===== src/rtl/regression_checker_pkg.sv =====
// Shared types for the regression pass/fail monitor: channel modes, FSM states, verdict causes.
package regression_checker_pkg;

  typedef enum logic [1:0] {
    M_OFF   = 2'd0,
    M_FINAL = 2'd1,
    M_FIRST = 2'd2,
    M_NEVER = 2'd3
  } mode_t;

  typedef enum logic [1:0] {
    S_IDLE  = 2'd0,
    S_RUN   = 2'd1,
    S_CHECK = 2'd2,
    S_DONE  = 2'd3
  } state_t;

  typedef enum logic [1:0] {
    C_NONE     = 2'd0,
    C_SENTINEL = 2'd1,
    C_TIMEOUT  = 2'd2,
    C_EARLY    = 2'd3
  } cause_t;

endpackage


===== src/rtl/regression_checker_chk.sv =====
// One watched-address channel: holds its config and run record; early_fail is same-cycle,
// final_fail reflects the end-of-run verdict from the registered record. No backpressure.
module chk_channel
  import regression_checker_pkg::*;
#(
  parameter int ADDR_W = 16,
  parameter int DATA_W = 8
) (
  input  logic              ph2,
  input  logic              resetb,
  input  logic              cfg_we,
  input  logic [ADDR_W-1:0] cfg_addr,
  input  logic [DATA_W-1:0] cfg_exp,
  input  logic [1:0]        cfg_mode,
  input  logic              clear,
  input  logic              run,
  input  logic              check,
  input  logic              bus_we,
  input  logic [ADDR_W-1:0] bus_addr,
  input  logic [DATA_W-1:0] bus_wdata,
  output logic              early_fail,
  output logic              final_fail,
  output logic              fail
);

  logic [ADDR_W-1:0] addr;
  logic [DATA_W-1:0] exp_val;
  mode_t             mode;
  logic              seen;
  logic [DATA_W-1:0] last;
  logic              hit;

  assign hit = run && bus_we && (bus_addr == addr) && (mode != M_OFF);

  // FIRST only judges the very first write; later writes to the address are ignored.
  assign early_fail = hit && ((mode == M_NEVER) ||
                              ((mode == M_FIRST) && !seen && (bus_wdata != exp_val)));

  assign final_fail = ((mode == M_FINAL) && (!seen || (last != exp_val))) ||
                      ((mode == M_FIRST) && !seen);

  always_ff @(posedge ph2 or negedge resetb) begin
    if (!resetb) begin
      addr    <= '0;
      exp_val <= '0;
      mode    <= M_OFF;
      seen    <= 1'b0;
      last    <= '0;
      fail    <= 1'b0;
    end else begin
      if (cfg_we) begin
        addr    <= cfg_addr;
        exp_val <= cfg_exp;
        mode    <= mode_t'(cfg_mode);
      end
      if (clear) begin
        seen <= 1'b0;
        last <= '0;
        fail <= 1'b0;
      end else begin
        if (hit) begin
          case (mode)
            M_FINAL: begin
              last <= bus_wdata;
              seen <= 1'b1;
            end
            M_FIRST: begin
              if (!seen) begin
                last <= bus_wdata;
                seen <= 1'b1;
              end
            end
            default: ;
          endcase
        end
        if (early_fail || (check && final_fail)) fail <= 1'b1;
      end
    end
  end

endmodule


===== config.mk =====
export PLATFORM = sky130hd
export DESIGN_NAME = chk_channel
export DESIGN_NICKNAME = d
export VERILOG_FILES = /design/src/rtl/regression_checker_pkg.sv /design/src/rtl/regression_checker_chk.sv
export SDC_FILE = /design/constraint.sdc
export NUM_CORES = 1
export LEC_CHECK = 0
export ABC_CLOCK_PERIOD_IN_PS = 3800
export BUFFER_PORTS_ARGS = -buffer_cell sky130_fd_sc_hd__buf_2
export CORE_AREA = 5 5 64 66
export CTS_BUF_LIST = sky130_fd_sc_hd__clkbuf_2 sky130_fd_sc_hd__clkbuf_4 sky130_fd_sc_hd__clkbuf_8
export CTS_CLUSTER_DIAMETER = 120
export CTS_CLUSTER_SIZE = 25
export DETAILED_ROUTE_END_ITERATION = 10
export DIE_AREA = 0 0 69 71
export GPL_TIMING_DRIVEN = 0
export PLACE_DENSITY_LB_ADDON = 0.1
export SLEW_MARGIN = 20
export SYNTH_ARGS = -nofsm -noshare
export SYNTH_HDL_FRONTEND = slang
export SYNTH_SLANG_ARGS = --single-unit

===== constraint.sdc =====
create_clock -name ph2 -period 3.8 [get_ports ph2]
set_clock_uncertainty 0.15 [all_clocks]
set_input_delay 0.38 -clock ph2 [delete_from_list [all_inputs] [get_ports ph2]]
set_output_delay 0.38 -clock ph2 [all_outputs]
set_load 0.03 [all_outputs]

# [Word level (Yosys, flattened, before mapping)]
# Index checks and enable logic that the tools add are counted.
[totals] ff_bits=36 out_inout_bits=3 elab_cells=43
[classes] eq_ne=7 muxes=9 reduce_logical=21
[op_table] operator="$mux W8" n=3
[op_table] operator="$eq A16 B16 Y1" n=1
[op_table] operator="$ne A8 B8 Y1" n=2
[op_table] operator="$pmux W8 S2" n=1
[op_table] operator="$logic_and A1 B1 Y1" n=8
[op_table] operator="$reduce_bool A2 Y1" n=4
[op_table] operator="$mux W1" n=5
[op_table] operator="$eq A2 B2 Y1 const B" n=2
[op_table] operator="$logic_or A1 B1 Y1" n=4
[op_table] operator="$ne A3 B3 Y1 const B" n=1
[op_table] operator="$reduce_and A3 Y1" n=1
[op_table] operator="$reduce_bool A3 Y1" n=1
[op_table] operator="$eq A2 B1 Y1 const B" n=1
[op_table] operator="$reduce_and A2 Y1" n=1
[op_table] operator="$reduce_or A2 Y1" n=1
[op_table] operator="$logic_not A1 Y1" n=1

# [Depth between registers and ports, before layout]
[logic_depth] depth_word=8 mapped_depth=7 mapped_depth_nobuf=7

# [Worst setup path after synthesis]
# Ideal clock, no wire load.
[synth_path] path_kind="flip-flop to output port" startpoint="reg addr[15]" endpoint="out early_fail" arrival_time_ns=1.796 required_time_ns=3.270 slack_ns=1.474 path_stages_with_launch=5 n_path_buf=0 cell_sequence="dfrtp_1 -> xor2_1 -> nor4_2 -> nand4b_1 -> nor3_1"
[synth_via] elab_chain_len=4
[synth_rtl] element="from (decl)" line_no="regression_checker_chk.sv:26" rtl="logic [ADDR_W-1:0] addr;"
[synth_rtl] element="from (signal assigned)" line_no="regression_checker_chk.sv:52" rtl="addr <= cfg_addr;"
[synth_rtl] element="$eq A16 B16 Y1" line_no="regression_checker_chk.sv:33" rtl="assign hit = run && bus_we && (bus_addr == addr) && (mode != M_OFF);"
[synth_rtl] element="$logic_and A1 B1 Y1 (2 in a row)" line_no="regression_checker_chk.sv:33"
[synth_rtl] element="$logic_and A1 B1 Y1" line_no="regression_checker_chk.sv:36" rtl="assign early_fail = hit && ((mode == M_NEVER) ||"
[synth_rtl] element="to (decl)" line_no="regression_checker_chk.sv:21" rtl="output logic early_fail,"
# No other way between the ends.

# [Worst setup path in the final report]
[layout_path] startpoint="reg mode[0]" endpoint="out early_fail"
[layout_via] elab_chain_len=5
[layout_rtl] element="from (decl)" line_no="regression_checker_chk.sv:28" rtl="mode_t mode;"
[layout_rtl] element="from (signal assigned)" line_no="regression_checker_chk.sv:54" rtl="mode <= mode_t'(cfg_mode);"
[layout_rtl] element="$eq A2 B2 Y1" line_no="regression_checker_chk.sv:37" rtl="((mode == M_FIRST) && !seen && (bus_wdata != exp_val)));"
[layout_rtl] element="$logic_and A1 B1 Y1 (2 in a row)" line_no="regression_checker_chk.sv:37"
[layout_rtl] element="$logic_or A1 B1 Y1" line_no="regression_checker_chk.sv:36"
[layout_rtl] element="$logic_and A1 B1 Y1 (*)" line_no="regression_checker_chk.sv:36"
# Every way passes the cells marked *; elsewhere a longest branch is shown, timed or not.

==> flow_summary.ini <==
[setup_path]
worst-setup-path-type = flip-flop to primary output
number_of_buffer_and_inverter_stages_on_the_critical_path = 2
cp_slowest_stage_delay_ns = 0.39
worstSetupEndpoint = early_fail
worst-path-stages = 6
path_cells = inv_1 > ha_1 > nor3_1 > nand4b_1 > nor3_1 > buf_2
crit_fanout = 9
r2r_setup_slack_ns = 1.74
worst_r2r_path_depth = 6
cpLargestDelayFamily = simple AND/OR/NAND/NOR gates
critPathLaunch = mode[0]$_DFFE_PN0P_
launching_point_of_the_worst_reg2reg_path = mode[0]$_DFFE_PN0P_
timing.critical_path.slowest_stage_cell = dfrtp_1
timing.critical_path.mode_cell = nor3_1
crit_path_end_kind = primary output
timing.critical_path.arrival_ns = 2.21
timing.critical_path.required_ns = 3.27
worstReg2RegEnd = last[5]$_DFFE_PN0P_
critPathLaunchType = flip-flop

[global_route]
globalRouteOverflowTotal = 0
via_count_of_the_first_global_routing_pass = 1548
grt_start_max_net_pins = 37
grt_antenna_before_repair = 0
grt_util_overall_pct = 17.8
grt_pass1_wl_um = 6960

[timing]
timing.max_slew.rel_slack_pct = 47.8
unrepaired_setup_endpoints_after_global_routing = false
fmax_mhz = 365
setup_total_negative_slack_ns = 0
final_period_minus_worst_setup_slack_ns = 2.74
max_slew_violation_count = 0
hold_viol = 0
finalSetupViolCount = 0
max_slew.worst_pin.slew_ns = 0.783
final_period_util_pct = 72.2

[clocking]
cts_inserted_buffers = 5
post-cts-setup-buffers = 0
longest_clk_path_bufs = 2
cts_hold_repair.buffers = 1
clkSinkCount = 36
cts_repair_resize_count = 0
clk_latency_ns = 0.33
cts_root_buf = clkbuf_4
tritoncts_clock_tree = done
htreeDepth = 2
worst_setup_hold_path_clk_slew_ns = 0.10

[finish]
layout.filler_cells = 318
post_route_cells_drive_above_1_share_pct = 42.2
diodes = 0
fin_nets = 286
area_delta_synth_final_pct = 22.5
final_core_util_pct = 65.0

[synthesis]
synthMostInstantiatedCell = dfrtp_1
mappedNetlistNets = 221
yosys.area.top_type_share_pct = 48.2
netlist_instances = 160
sequential_cell_area_fraction_in_the_yosys_report_pct = 48.2
dominantRegCellSynth = dfrtp_1
syn_avg_cell_area_um2 = 11.7
netlist-cell-type-count = 27
synth-edff-count = 0
yosysTopAreaCell = dfrtp_1
async_reset_ff_share_pct = 100
yosys-top-cells-area = dfrtp_1, mux2_2, xor2_1, xnor2_1, nand4_1
yosysWarningCount = 0
syn-cell-area_mm2 = 0.00187
ys_ff_latch = 36
synth.top_cells.by_count = dfrtp_1, mux2_2, xor2_1

[die]
rows = 22
placeableCoreArea_mm2 = 0.00352
die_span_in_x_um = 69
initial_core_util_pct = 53.1
boundaryPins = 60
design.die.area_mm2 = 0.00490
chipHeight_um = 71

[route]
vias = 1437
routed_via_density = 5.26
antenna_left = 0
dr.first_iter.drc_count = 67
drt_drc_violations_left = 0
wirelength_um = 4070
dr.pass1.iters = 4
post_drt_wl_per_cell_um = 14.9

[placement]
place_congestion = 0.864
place.port_buffers = 57
place.detailed.hpwl_um = 3160

[worst_hold_path]
worstHoldPathType = primary input to flip-flop

[pwr]
ir_worst_vdd_uv = 310
power_per_cell_area_mw_per_mm2 = 353
power.leakage_uw = 0.00106

[job]
maxCapViolations = 0

[outcome]
run_status = finished, final reports clean
==> area by class of cell <==
class | instances | area [µm²] | share of cell area, %
Clock buffer | 7 | 65.1 | 2.84
Multi-Input combinational cell | 115 | 921 | 40.2
Sequential cell | 36 | 901 | 39.3
Tap cell | 48 | 60.1 | 2.62
Timing Repair Buffer | 58 | 295 | 12.9
Inverter | 3 | 11.3 | 0.492
Buffer | 6 | 36.3 | 1.58
==> sequential cells by signal (all words and copies together) (netlist names) <==
register	flops
last	8
mode	2
addr	16
seen	1
exp_val	8
fail	1
==> how the worst min path moves through the flow <==
stage                 from                     end  slack (ns)  depth (start not counted)
3_3_place_gp        resetb     addr[3]$_DFFE_PN0P_        0.35                          1
4_1_cts        cfg_mode[1]     mode[1]$_DFFE_PN0P_        0.08                          3
5_1_grt         cfg_exp[4]  exp_val[4]$_DFFE_PN0P_        0.09                          2
2_1_floorplan       resetb     addr[0]$_DFFE_PN0P_       -0.07                          0
6_report       cfg_mode[1]     mode[1]$_DFFE_PN0P_        0.09                          3
3_5_place_dp        resetb     addr[3]$_DFFE_PN0P_        0.35                          1
==> kinds of logic after synthesis <==
group,Yosys count,synth area share (%)
adder cells (fa/ha/maj),4,2.68
flip-flops,36,48.2
buffers and inverters,9,2.54
XOR/XNOR,32,15.0
AO/OA/AOI/OAI,24,6.89
AND/OR/NAND/NOR,31,10.2
multiplexers,24,14.5
==> cell usage in the layout, fill, tap and decap left out, types with 2 or more instances in the layout <==
| master | netlist | layout |
|---|---|---|
| clkbuf_8 | 0 | 2 |
| nand2_1 | 4 | 4 |
| mux2_2 | 24 | 24 |
| nand2b_1 | 2 | 2 |
| nor4_2 | 2 | 2 |
| a21oi_1 | 10 | 10 |
| buf_1 | 2 | 2 |
| nor3_1 | 3 | 3 |
| xor2_1 | 24 | 24 |
| inv_1 | 3 | 3 |
| o21ai_0 | 10 | 10 |
| nor2_1 | 2 | 2 |
| dfrtp_1 | 36 | 36 |
| buf_2 | 2 | 59 |
| nand4_1 | 10 | 10 |
| clkbuf_4 | 0 | 5 |
| nor4_1 | 3 | 3 |
| ha_1 | 4 | 4 |
| a31oi_1 | 2 | 2 |
| xnor2_1 | 8 | 8 |
==> stage by stage <==
stage          instances  power (µW)  cell area (µm²)  hold WS [ns]  worst slack, ns
4_1_cts              273         822             2290        0.0789            0.998
2_1_floorplan        160         531             1870       -0.0656             1.47
3_3_place_gp         265         586             2210         0.349             1.43
3_5_place_dp         265         594             2210         0.351             1.40
6_report             273         808             2290        0.0936             1.06
5_1_grt              273         857             2290        0.0942            0.864
==> per-layer routing <==
metal / track usage, % / vias up / wire, µm
met5: 0 / - / 0
met3: 5.97 / 7 / 297
li1: - / 693 / -
met4: 6.07 / 0 / 80
met1: 21.0 / 681 / 1620
met2: 30.4 / 56 / 2080
==> worst reg2reg max path, cell delays in order (launching register included) <==
cell and delay (ns):
dfrtp_1 0.39, inv_1 0.09, ha_1 0.21, nor3_1 0.31, nand4b_1 0.37, o21ai_0 0.31, a21oi_1 0.10
==> power breakdown <==
group	internal (µW)	total [µW]	switching (µW)
clock	105	223	118
combinational	78.2	150	72.3
sequential	411	435	23.7
total	594	808	214
Power figures use the tool's default switching activity.
